<file path="config.mk">
export PLATFORM = sky130hd
export DESIGN_NAME = endec_job_scheduler
export DESIGN_NICKNAME = d
export VERILOG_FILES = /design/src/rtl/endec_job_scheduler_pkg.sv /design/src/rtl/endec_job_scheduler_rr_arbiter.sv /design/src/rtl/endec_job_scheduler.sv
export SDC_FILE = /design/constraint.sdc
export NUM_CORES = 1
export LEC_CHECK = 0
export CORE_UTILIZATION = 44
export DETAILED_ROUTE_END_ITERATION = 16
export PLACE_DENSITY = 0.8
export SLEW_MARGIN = 15
export SYNTH_ARGS = -nofsm -noshare
export SYNTH_HDL_FRONTEND = slang
export SYNTH_SLANG_ARGS = --single-unit
</file>
<file path="constraint.sdc">
create_clock -name sys_clk -period 2.22 [get_ports sys_clk]
set_input_delay 0.444 -clock sys_clk [delete_from_list [all_inputs] [get_ports sys_clk]]
set_output_delay 0.444 -clock sys_clk [all_outputs]
set_load 0.01 [all_outputs]
</file>
<file path="src/rtl/endec_job_scheduler_pkg.sv">
// Shared state encoding and config-word layout for the endec job scheduler.
// The two macros size the generator polynomial field (one K-bit poly per output).
`ifndef MAX_CONSTRAINT_LENGTH
`define MAX_CONSTRAINT_LENGTH 9
`endif
`ifndef MAX_CODE_RATE
`define MAX_CODE_RATE 3
`endif

package endec_job_scheduler_pkg;

    typedef enum logic [1:0] {
        StIdle    = 2'd0,
        StCoreRst = 2'd1,
        StRun     = 2'd2,
        StResp    = 2'd3
    } state_e;

    localparam int unsigned GEN_POLY_W    = `MAX_CODE_RATE * `MAX_CONSTRAINT_LENGTH;
    localparam int unsigned CFG_W         = GEN_POLY_W + 1;
    localparam int unsigned CODE_RATE_BIT = GEN_POLY_W;

    function automatic logic cfg_code_rate(input logic [CFG_W-1:0] cfg);
        return cfg[CODE_RATE_BIT];
    endfunction

    function automatic logic [GEN_POLY_W-1:0] cfg_gen_poly(input logic [CFG_W-1:0] cfg);
        return cfg[GEN_POLY_W-1:0];
    endfunction

endpackage

</file>
<file path="src/rtl/endec_job_scheduler_rr_arbiter.sv">
// Combinational round-robin arbiter: first requester set, searching upward from
// last_i+1 with wrap. The pointer register is owned by the caller.
module rr_arbiter #(
    parameter int unsigned NUM_REQ = 2,
    parameter int unsigned ID_W    = 3
) (
    input  logic [NUM_REQ-1:0] req_i,
    input  logic [ID_W-1:0]    last_i,
    output logic [NUM_REQ-1:0] gnt_o,
    output logic [ID_W-1:0]    idx_o
);

    logic found;

    always_comb begin
        gnt_o = '0;
        idx_o = '0;
        found = 1'b0;
        for (int off = 1; off <= int'(NUM_REQ); off++) begin
            for (int j = 0; j < int'(NUM_REQ); j++) begin
                if (!found && req_i[j] && (j == (int'(last_i) + off) % int'(NUM_REQ))) begin
                    found    = 1'b1;
                    gnt_o[j] = 1'b1;
                    idx_o    = ID_W'(j);
                end
            end
        end
    end

endmodule

</file>
<file path="src/rtl/endec_job_scheduler.sv">
// Shares one endec core between NUM_REQ requesters: round-robin accept, config
// latch, core reset/enable sequencing, watchdog and tagged completion response.
module endec_job_scheduler
    import endec_job_scheduler_pkg::*;
#(
    parameter int unsigned NUM_REQ    = 2,
    parameter int unsigned ID_W       = 3,
    parameter int unsigned RST_CYCLES = 2,
    parameter int unsigned TIMEOUT    = 1023,
    parameter int unsigned TO_W       = 10
) (
    input  logic                     sys_clk,
    input  logic                     rst,
    input  logic [NUM_REQ-1:0]       i_req_valid,
    output logic [NUM_REQ-1:0]       o_req_ready,
    input  logic [NUM_REQ*CFG_W-1:0] i_req_cfg,
    output logic [ID_W-1:0]          o_sel,
    output logic                     o_core_rst,
    output logic                     o_core_en,
    output logic                     o_code_rate,
    output logic [GEN_POLY_W-1:0]    o_gen_poly_flat,
    input  logic                     i_enc_done,
    input  logic                     i_dec_done,
    output logic                     o_rsp_valid,
    input  logic                     i_rsp_ready,
    output logic [ID_W-1:0]          o_rsp_id,
    output logic                     o_rsp_timeout,
    output logic                     o_busy,
    output logic [15:0]              o_job_cnt
);

    localparam int unsigned RC_W = (RST_CYCLES > 1) ? $clog2(RST_CYCLES) : 1;

    state_e                  state_q, state_d;
    logic [ID_W-1:0]         last_q, last_d, sel_q, sel_d;
    logic                    code_rate_q, code_rate_d;
    logic [GEN_POLY_W-1:0]   gen_poly_q, gen_poly_d;
    logic [RC_W-1:0]         rst_cnt_q, rst_cnt_d;
    logic [TO_W-1:0]         wd_q, wd_d, wd_inc;
    logic                    enc_seen_q, enc_seen_d, dec_seen_q, dec_seen_d;
    logic                    timeout_q, timeout_d;
    logic [15:0]             job_cnt_q, job_cnt_d;

    logic [NUM_REQ-1:0]      gnt;
    logic [ID_W-1:0]         gnt_idx;
    logic [CFG_W-1:0]        win_cfg;
    logic                    both_done, wd_expire;

    rr_arbiter #(
        .NUM_REQ (NUM_REQ),
        .ID_W    (ID_W)
    ) u_arb (
        .req_i  (i_req_valid),
        .last_i (last_q),
        .gnt_o  (gnt),
        .idx_o  (gnt_idx)
    );

    always_comb begin
        win_cfg = '0;
        for (int i = 0; i < int'(NUM_REQ); i++) begin
            if (gnt[i]) win_cfg = i_req_cfg[i*CFG_W +: CFG_W];
        end
    end

    // A done arriving this cycle counts, so completion can land on the timeout cycle.
    assign both_done = (enc_seen_q | i_enc_done) & (dec_seen_q | i_dec_done);
    assign wd_inc    = wd_q + TO_W'(1);
    assign wd_expire = (wd_inc == TO_W'(TIMEOUT));

    always_ff @(posedge sys_clk or posedge rst) begin
        if (rst) state_q <= StIdle;
        else     state_q <= state_d;
    end

    always_comb begin
        state_d = state_q;
        unique case (state_q)
            StIdle:    if (|gnt) state_d = StCoreRst;
            StCoreRst: if (rst_cnt_q == RC_W'(RST_CYCLES - 1)) state_d = StRun;
            StRun:     if (both_done || wd_expire) state_d = StResp;
            StResp:    if (i_rsp_ready) state_d = StIdle;
            default:   state_d = StIdle;
        endcase
    end

    always_comb begin
        o_req_ready   = '0;
        o_core_rst    = 1'b0;
        o_core_en     = 1'b0;
        o_rsp_valid   = 1'b0;
        o_rsp_timeout = 1'b0;
        o_busy        = 1'b1;
        unique case (state_q)
            StIdle: begin
                o_req_ready = gnt;
                o_busy      = 1'b0;
            end
            StCoreRst: ;
            StRun: begin
                o_core_rst = 1'b1;
                o_core_en  = 1'b1;
            end
            StResp: begin
                o_core_rst    = 1'b1;
                o_rsp_valid   = 1'b1;
                o_rsp_timeout = timeout_q;
            end
            default: o_busy = 1'b0;
        endcase
    end

    always_comb begin
        last_d      = last_q;
        sel_d       = sel_q;
        code_rate_d = code_rate_q;
        gen_poly_d  = gen_poly_q;
        rst_cnt_d   = rst_cnt_q;
        wd_d        = wd_q;
        enc_seen_d  = enc_seen_q;
        dec_seen_d  = dec_seen_q;
        timeout_d   = timeout_q;
        job_cnt_d   = job_cnt_q;
        unique case (state_q)
            StIdle: begin
                if (|gnt) begin
                    last_d      = gnt_idx;
                    sel_d       = gnt_idx;
                    code_rate_d = cfg_code_rate(win_cfg);
                    gen_poly_d  = cfg_gen_poly(win_cfg);
                    rst_cnt_d   = '0;
                end
            end
            StCoreRst: begin
                rst_cnt_d  = rst_cnt_q + RC_W'(1);
                wd_d       = '0;
                enc_seen_d = 1'b0;
                dec_seen_d = 1'b0;
            end
            StRun: begin
                wd_d       = wd_inc;
                enc_seen_d = enc_seen_q | i_enc_done;
                dec_seen_d = dec_seen_q | i_dec_done;
                timeout_d  = !both_done && wd_expire;
            end
            StResp: if (i_rsp_ready) job_cnt_d = job_cnt_q + 16'd1;
            default: ;
        endcase
    end

    always_ff @(posedge sys_clk or posedge rst) begin
        if (rst) begin
            last_q      <= ID_W'(NUM_REQ - 1);
            sel_q       <= '0;
            code_rate_q <= 1'b0;
            gen_poly_q  <= '0;
            rst_cnt_q   <= '0;
            wd_q        <= '0;
            enc_seen_q  <= 1'b0;
            dec_seen_q  <= 1'b0;
            timeout_q   <= 1'b0;
            job_cnt_q   <= '0;
        end else begin
            last_q      <= last_d;
            sel_q       <= sel_d;
            code_rate_q <= code_rate_d;
            gen_poly_q  <= gen_poly_d;
            rst_cnt_q   <= rst_cnt_d;
            wd_q        <= wd_d;
            enc_seen_q  <= enc_seen_d;
            dec_seen_q  <= dec_seen_d;
            timeout_q   <= timeout_d;
            job_cnt_q   <= job_cnt_d;
        end
    end

    assign o_sel           = sel_q;
    assign o_rsp_id        = sel_q;
    assign o_code_rate     = code_rate_q;
    assign o_gen_poly_flat = gen_poly_q;
    assign o_job_cnt       = job_cnt_q;

endmodule

</file>
After elaboration in Yosys (flattened, before gate mapping)
Index checks and enable logic that the tools add are counted.

operators by class
  add/subtract/negate cells = 5
  multiply operators = 0
  div/mod/pow operators = 0
  magnitude comparators = 0
  eq/ne operators = 10
  shifts and indexed selects = 0
  multiplexer cells = 27
  bitwise gates (word level) = 5
  reduce and logical (&&, ||, !) cells = 24

operator list
  cell                   number
  $logic_not 32->1       2
  $mux 28                2
  $pmux 10 s2            1
  $add 16x1->16 const B  1
  $mux 1                 15
  $add 10x1->10 const B  1
  $eq 10x10->1 const B   1
  $mux 2                 5
  $logic_and 1x1->1      8
  $ne 2x2->1 const B     4
  $pmux 2 s4             1
  $pmux 1 s2             3
  $reduce_and 2->1       3
  $eq 2x2->1 const A     2
  $eq 2x2->1 const B     2
  $logic_not 1->1        4
  $reduce_and 4->1       1
  $reduce_bool 2->1      2
  $reduce_or 2->1        2
  $add 1x1->1 const B    3
  $and 1x1->1 const A    2
  $eq 2x1->1 const B     1
  $logic_not 2->1        1
  $or 1x1->1             2
  2 further kinds        2

word-level totals
  register bits after elaboration = 62
  latch bits = 0
  RAM bits = 0
  memory bits (read-only) = 0
  input port bits = 63
  output and inout bits = 57
  word-level logic and storage cells = 82
  memories kept = 0

Logic depth before layout (Yosys ltp)
Gate-level depths: netlist (run 1).

  depth in word-level cells = 20
  mapped depth = 8
  gate-level depth less buffers = 7

Hierarchy
From an unflattened synthesis (run 1), not the netlist that was laid out.

second synthesis, totals
  cell total of the unflattened synthesis = 313
  area total of the unflattened synthesis = 3,093.0 sq um

modules (own cells, without submodules)
  module               times used  cells each  area each (sq um)
  endec_job_scheduler  1           306         3,047.9
  rr_arbiter           1           7           45.0

Worst setup path after synthesis (run 1)
Ideal clock, no wire load.

  path type = register to output
  start = reg state_q[0]
  end = out o_busy
  arrival = 1.385 ns
  required time = 1.776 ns
  setup slack = 0.391 ns
  cell stages (with the launch flop) = 7
  path buffers = 3
  cells stage by stage = dfrtp_1 inv_1 ha_1 clkbuf_1 inv_1 clkbuf_1 clkbuf_1

on the way
  longest elaborated chain between the ends = 2

RTL lines
  what                    RTL line                   text
  start, declared         endec_job_scheduler.sv:34  state_e state_q, state_d;
  start signal, assigned  endec_job_scheduler.sv:72  if (rst) state_q <= StIdle;
  start signal, assigned  endec_job_scheduler.sv:73  else state_q <= state_d;
  $logic_not 2->1         endec_job_scheduler.sv:94  unique case (state_q)
  $mux 1                  endec_job_scheduler.sv:94
  end, declared           endec_job_scheduler.sv:28  output logic o_busy,

No other way between the ends.

Worst setup path in the final report (run 1)
  start = reg state_q[0]
  end = out o_rsp_timeout

on the way
  longest elaborated chain between the ends = 2

RTL lines
  what           RTL line                   text
  $eq 2x2->1     endec_job_scheduler.sv:94
  $mux 1         endec_job_scheduler.sv:94
  end, declared  endec_job_scheduler.sv:27  output logic o_rsp_timeout,

No other way between the ends.

==> results of run 1 <==
power by group through the flow:
stage	combinational, µW	clock (µW)	sequential (µW)
5_1_grt	2660	1090	1820
6_report	2410	1020	1770
4_1_cts	2430	1040	1770
3_5_place_dp	2430	0	1780
3_3_place_gp	2370	0	1760
2_1_floorplan	1100	0	1880
worst max-delay path by stage:
stage                                   to  cells past startpoint
floorplan           dec_seen_q$_DFFE_PP0P_                      1
global placement            o_req_ready[1]                      4
global route                 o_rsp_timeout                      4
finish                       o_rsp_timeout                      4
detailed placement          o_req_ready[1]                      4
CTS                             o_core_rst                      5
kinds of logic (layout without fill, tap and decap cells):
kind of cell / count (synthesis) / in the layout / share of synthesized area, %
other cells: 1 / 4 / 0.1201
mux: 5 / 5 / 1.643
buf+inv: 36 / 158 / 5.208
compound gates: 98 / 98 / 20.87
flops: 62 / 62 / 49.72
fa+ha+maj: 7 / 7 / 2.804
xor+xnor: 15 / 15 / 4.207
simple gates: 102 / 102 / 15.42
layer usage:
layer	global-route usage (%)	wire (µm)	part of all wire [%]	up-vias
met2	37.23	4020	52	87
li1	-	-	-	1379
met1	25.26	3231	42	1352
met5	0	0	0	-
met3	6.286	394	5.1	12
met4	8.030	130	1.7	0
sequential cells by signal (all words and copies together), names as in the netlist:
register         flops
o_rsp_id             1
timeout_q            1
o_job_cnt           16
state_q              2
rst_cnt_q            1
enc_seen_q           1
o_gen_poly_flat     27
wd_q                10
o_code_rate          1
dec_seen_q           1
last_q               1
through the flow:
| stage | total power (µW) | setup TNS (ps) | worst slack (ps) | util [%] |
|---|---|---|---|---|
| after floorplan | 2979 | 0 | 236.3 | - |
| after global placement | 4131 | -103.1 | -61.40 | 64.58 |
| after detailed placement | 4206 | -150.8 | -94.88 | 64.58 |
| after CTS | 5244 | 0 | 11.45 | 67.75 |
| after global routing | 5573 | 0 | 30.69 | 67.86 |
| final | 5196 | 0 | 129.3 | 67.86 |
worst max-delay path: stages, from the launching register on:
cell             delay (ps)
dfrtp_2                 410
ha_2                    220
inv_1                    70
nor2_1                   80
clkdlybuf4s50_1         540
final cells by class:
class / instances / share of cell area [%]
sequential: 62 / 33.55
multi-input combinational: 231 / 31.17
timing repair buffer: 129 / 27.07
clock buffer: 12 / 3.563
tap: 96 / 2.591
inverter: 14 / 1.134
clock inverter: 3 / 0.9177
cells in the final DEF (no fill, tap or decap), types with 3 or more instances in the layout:
cell type        count
nor2_1              17
o21ai_0             39
a21oi_1              7
mux2i_1              4
inv_1               11
clkbuf_8            12
a22oi_1             28
ha_1                 5
xnor2_1             10
dfrtp_1             59
xor2_1               5
nand3_1             11
dlygate4sd2_1        3
nand2_1             51
conb_1               4
buf_4               14
o2bb2ai_1            3
nand2b_1             4
clkdlybuf4s50_1    111
nand4_1              3
nor3_1               3
what timing repair did:
action                                  4_1_cts  5_1_grt
cloned                                        0        0
gates resized for setup                       5        5
pin swaps                                     0        0
endpoints found under the setup margin        4        2
==> results.tsv, run 1 <==
metric	value	unit
top_reg_cell synth	dfrtp_1	
clk_lat worst skew	330	ps
Peak Freq	0.4783	GHz
clk root buf	clkbuf_8	
Clk pin slew, worst setup/hold paths	70	ps
Comb power frac	46.3	%
CP required	1780	ps
cell count after synthesis	326	
DP HPWL	5848	µm
Final Cell Area	4636	µm²
Die X	86.25	µm
yosys warns	0	
post-route ant nets	0	
share of cells above drive strength 1	10.64	%
P&R area growth vs syn	48.44	%
CP Class	reg2out	
Reg-to-Reg End	state_q[0]$_DFFE_PP0P_	
# hold bufs at CTS	0	
DRC errors left	0	
area of the multi-input gates	1445	µm²
asr flop ratio synth	100.0	%
TritonRoute pass-1 iters	6	
share of the synthesized area in the top cell type	48.88	%
global-route wire length before repair	12400	µm
Final Instance Count excl. Fillers	547	
number of max-cap violations	0	
Final #Nets	517	
CP Launch Point	state_q[0]$_DFFE_PP0P_	
FF/Latch Area	1555	µm²
Seq/Total Area, Yosys	49.72	%
Startpoint Class	register	
area post-placement	4412	µm²
routed wire length	7777	µm
RSZ-0062 raised after global routing	false	
initial antenna violation count	0	
Final min period	2091	ps
Pwr Density	1121	nW/µm²
vias in the first global route	2692	
Inserted Clock Buffers	9	
gr ovfl total	0	
Die Y-Extent	86.25	µm
Post-Syn Area	3123	µm²
global-route usage over all layers	21.49	%
IO Port Bufs	115	
Peak VDD IR	0.8373	mV
top cells by count, synth	dfrtp_1 (61), nand2_1 (51), o21ai_0 (39)	
FF-to-FF path depth	5	
vias per cell	5.174	
Core Region	6832	µm²
EDFF count, synth	0	
via count	2830	
sequential share of power	34.1	%
CTS sink cnt	62	
worst-path maximum fanout	5	
final setup violation count	0	
largest net degree at the start of global routing	32	
area of the die	7438	µm²
dominant cell type by area after synthesis	dfrtp_1	
Post-Syn Area per Cell	9.580	µm²
reg2reg setup slack	290	ps
Initial DRC Count	140	
Placer Congestion	0.8105	
Initial Utilization	45.71	%
Post-CTS Setup Repair Bufs	0	
std cell rows	30	
Synth cell types	50	
RR Startpoint	wd_q[0]$_DFFE_PP0P_	
Yosys reg bits	62	
final number of hold-violating endpoints	0	
HP Class	in2async	
diode count	0	
H-tree levels	3	
DP Cell Count	532	
Lkg Pwr	0.002014	µW
clock network power share	19.6	%
Slew Viols, Final	0	
Top-Level Pins	120	
CTS Buffer Depth	2	
fin crit share	94.17	%
outcome	finished, final reports clean	
FILL cells	552	
cell with the most instances after synthesis	dfrtp_1	
Setup Skew	5.210	ps
WP data arrival	1650	ps
crit end category	primary output	
worst hold margin	355.2	ps
Internal	3299	µW
CTS tree	built	
Sw Share	36.51	%
P_sw	1897	µW
Area contributors post-synth	dfrtp_1 (49%), a22oi_1 (6.7%), o21ai_0 (6.3%), nand2_1 (6.1%), ha_1 (2.8%)	
Routed WL per cell	14.22	µm
(Power assumes the default switching activity.)
==> run 2, diff against run 1 <==
- SKIP_CTS_REPAIR_TIMING: unset -> 1
- SLEW_MARGIN: 15 -> unset
==> results.tsv, run 2 (synthesized netlist as in run 1, its figures left out) <==
metric	value	unit	change
CP required	1780	ps	about the same
Die Y-Extent	86.25	µm	unchanged
max FFs per register	27		unchanged
Final min period	2188	ps	+97.09 ps
Peak Freq	0.4571	GHz	-4.4%
CTS Buffer Depth	2		unchanged
IO Port Bufs	115		unchanged
CTS tree	built		
setup ws final	32.25	ps	-97.09 ps
Peak VDD IR	0.8400	mV	+0.32%
Initial DRC Count	130		-7.1%
Final Cell Area	4639	µm²	about the same
Pwr Density	1123	nW/µm²	+0.16%
CP Class	reg2out		
vias in the first global route	2692		unchanged
Top-Level Pins	120		unchanged
Inserted Clock Buffers	9		unchanged
share of cells above drive strength 1	10.18	%	-0.47 points
clk root buf	clkbuf_8		
std cell rows	30		unchanged
TritonRoute pass-1 iters	6		unchanged
setup TNS	0	ps	unchanged
final setup violation count	0		unchanged
crit end category	primary output		
area post-placement	4412	µm²	unchanged
diode count	0		unchanged
number of max-cap violations	0		unchanged
Placer Congestion	0.8105		unchanged
fin crit share	98.55	%	+4.4 points
Die X	86.25	µm	unchanged
Final Util	67.91	%	about the same
DRC errors left	0		unchanged
outcome	finished, final reports clean		
global-route wire length before repair	12390	µm	-0.11%
routed wire length	7819	µm	+0.54%
global-route usage over all layers	21.47	%	about the same
commonest non-fill, non-tap cell in the layout	clkdlybuf4s50_1		
DP Worst Slack	-94.88	ps	unchanged
Initial Utilization	45.71	%	unchanged
H-tree levels	3		unchanged
Startpoint Class	register		
crit-path cells	inv_1 > ha_2 > inv_1 > nand2_1 > clkdlybuf4s50_1		
Core Region	6832	µm²	unchanged
RSZ-0062 raised after global routing	true		
post-route ant nets	0		unchanged
CTS sink cnt	62		unchanged
Top cell by count, worst path	inv_1		
Clk pin slew, worst setup/hold paths	70	ps	about the same
P&R area growth vs syn	48.56	%	about the same
final number of hold-violating endpoints	0		unchanged
Final #Nets	518		+0.19%
WP data arrival	1740	ps	+90 ps
most frequent cells in the layout	clkdlybuf4s50_1 (112), dfrtp_1 (61), nand2_1 (51)		
Lkg Pwr	0.002040	µW	+1.3%
via count	2825		-0.18%
initial antenna violation count	0		unchanged
gr ovfl total	0		unchanged
largest net degree at the start of global routing	32		unchanged
Routed WL per cell	14.27	µm	+0.36%
Setup Skew	3.591	ps	-1.619 ps
Critical Path Max Stage Delay	530	ps	about the same
Slowest cell on crit path	clkdlybuf4s50_1		
vias per cell	5.155		-0.36%
worst-path maximum fanout	5		unchanged
area of the die	7438	µm²	unchanged
DP HPWL	5848	µm	unchanged
Slew Viols, Final	0		unchanged
clk_lat worst skew	330	ps	about the same
FF-to-FF path depth	5		unchanged
HP Class	in2async		
==> run 2: changes by cell type in the layout (fill, tap and decap cells not counted), sizes merged <==
cell	change
dlygate4sd2	-3
clkdlybuf4s50	+1
buf	+1
dlymetal6s2s	+2
==> run 2: area by class of cell <==
type                            instances  area (µm²)
Multi-Input combinational cell        231        1435
Timing Repair Buffer                  130        1271
Clock buffer                           12       165.2
Clock inverter                          3       42.54
Inverter                               14       52.55
Fill cell                             549        2192
Sequential cell                        62        1553
Tap cell                               96       120.1
==> run 2: final timing paths <==
kind | from | slack (ps) | to
worst max-delay path | state_q[0]$_DFFE_PP0P_ | 30 | o_core_rst
worst min-delay path | rst | 360 | o_job_cnt[15]$_DFFE_PP0P_
worst max register to register | wd_q[0]$_DFFE_PP0P_ | 300 | state_q[0]$_DFFE_PP0P_
worst min register to register | o_gen_poly_flat[21]$_DFFE_PP0P_ | 480 | o_gen_poly_flat[21]$_DFFE_PP0P_
max in group asynchronous | rst | 1230 | o_gen_poly_flat[24]$_DFFE_PP0P_
min in group sys_clk | o_gen_poly_flat[21]$_DFFE_PP0P_ | 480 | o_gen_poly_flat[21]$_DFFE_PP0P_
==> run 2: layer usage <==
layer	GRT usage, %	vias up	share of wire (%)
met5	0	-	0
met1	25.20	1350	41
li1	-	1378	-
met2	37.23	87	52
met3	6.286	10	4.9
met4	8.030	0	1.6
==> run 2: critical path, delay by kind of cell (launching register included) <==
family | cells | cell delay [ps]
AND/OR/NAND/NOR | 1 | 60
adder cells (fa/ha/maj) | 1 | 250
buffers and inverters | 3 | 690
flip-flops | 1 | 400
==> run 2: report_power, final <==
part	internal [µW]	total (µW)	switching [µW]
logic	1210	2430	1220
clock network	602	1020	415
registers	1500	1760	253
==> run 2: metrics by stage <==
stage / power [µW] / hold WS, ps / std cells
after CTS: 5238 / 345.3 / 547
after floorplan: 2979 / 460.4 / 329
after detailed placement: 4206 / 470.4 / 532
final: 5209 / 355.5 / 548
after global routing: 5586 / 359.2 / 548
after global placement: 4131 / 462.4 / 532
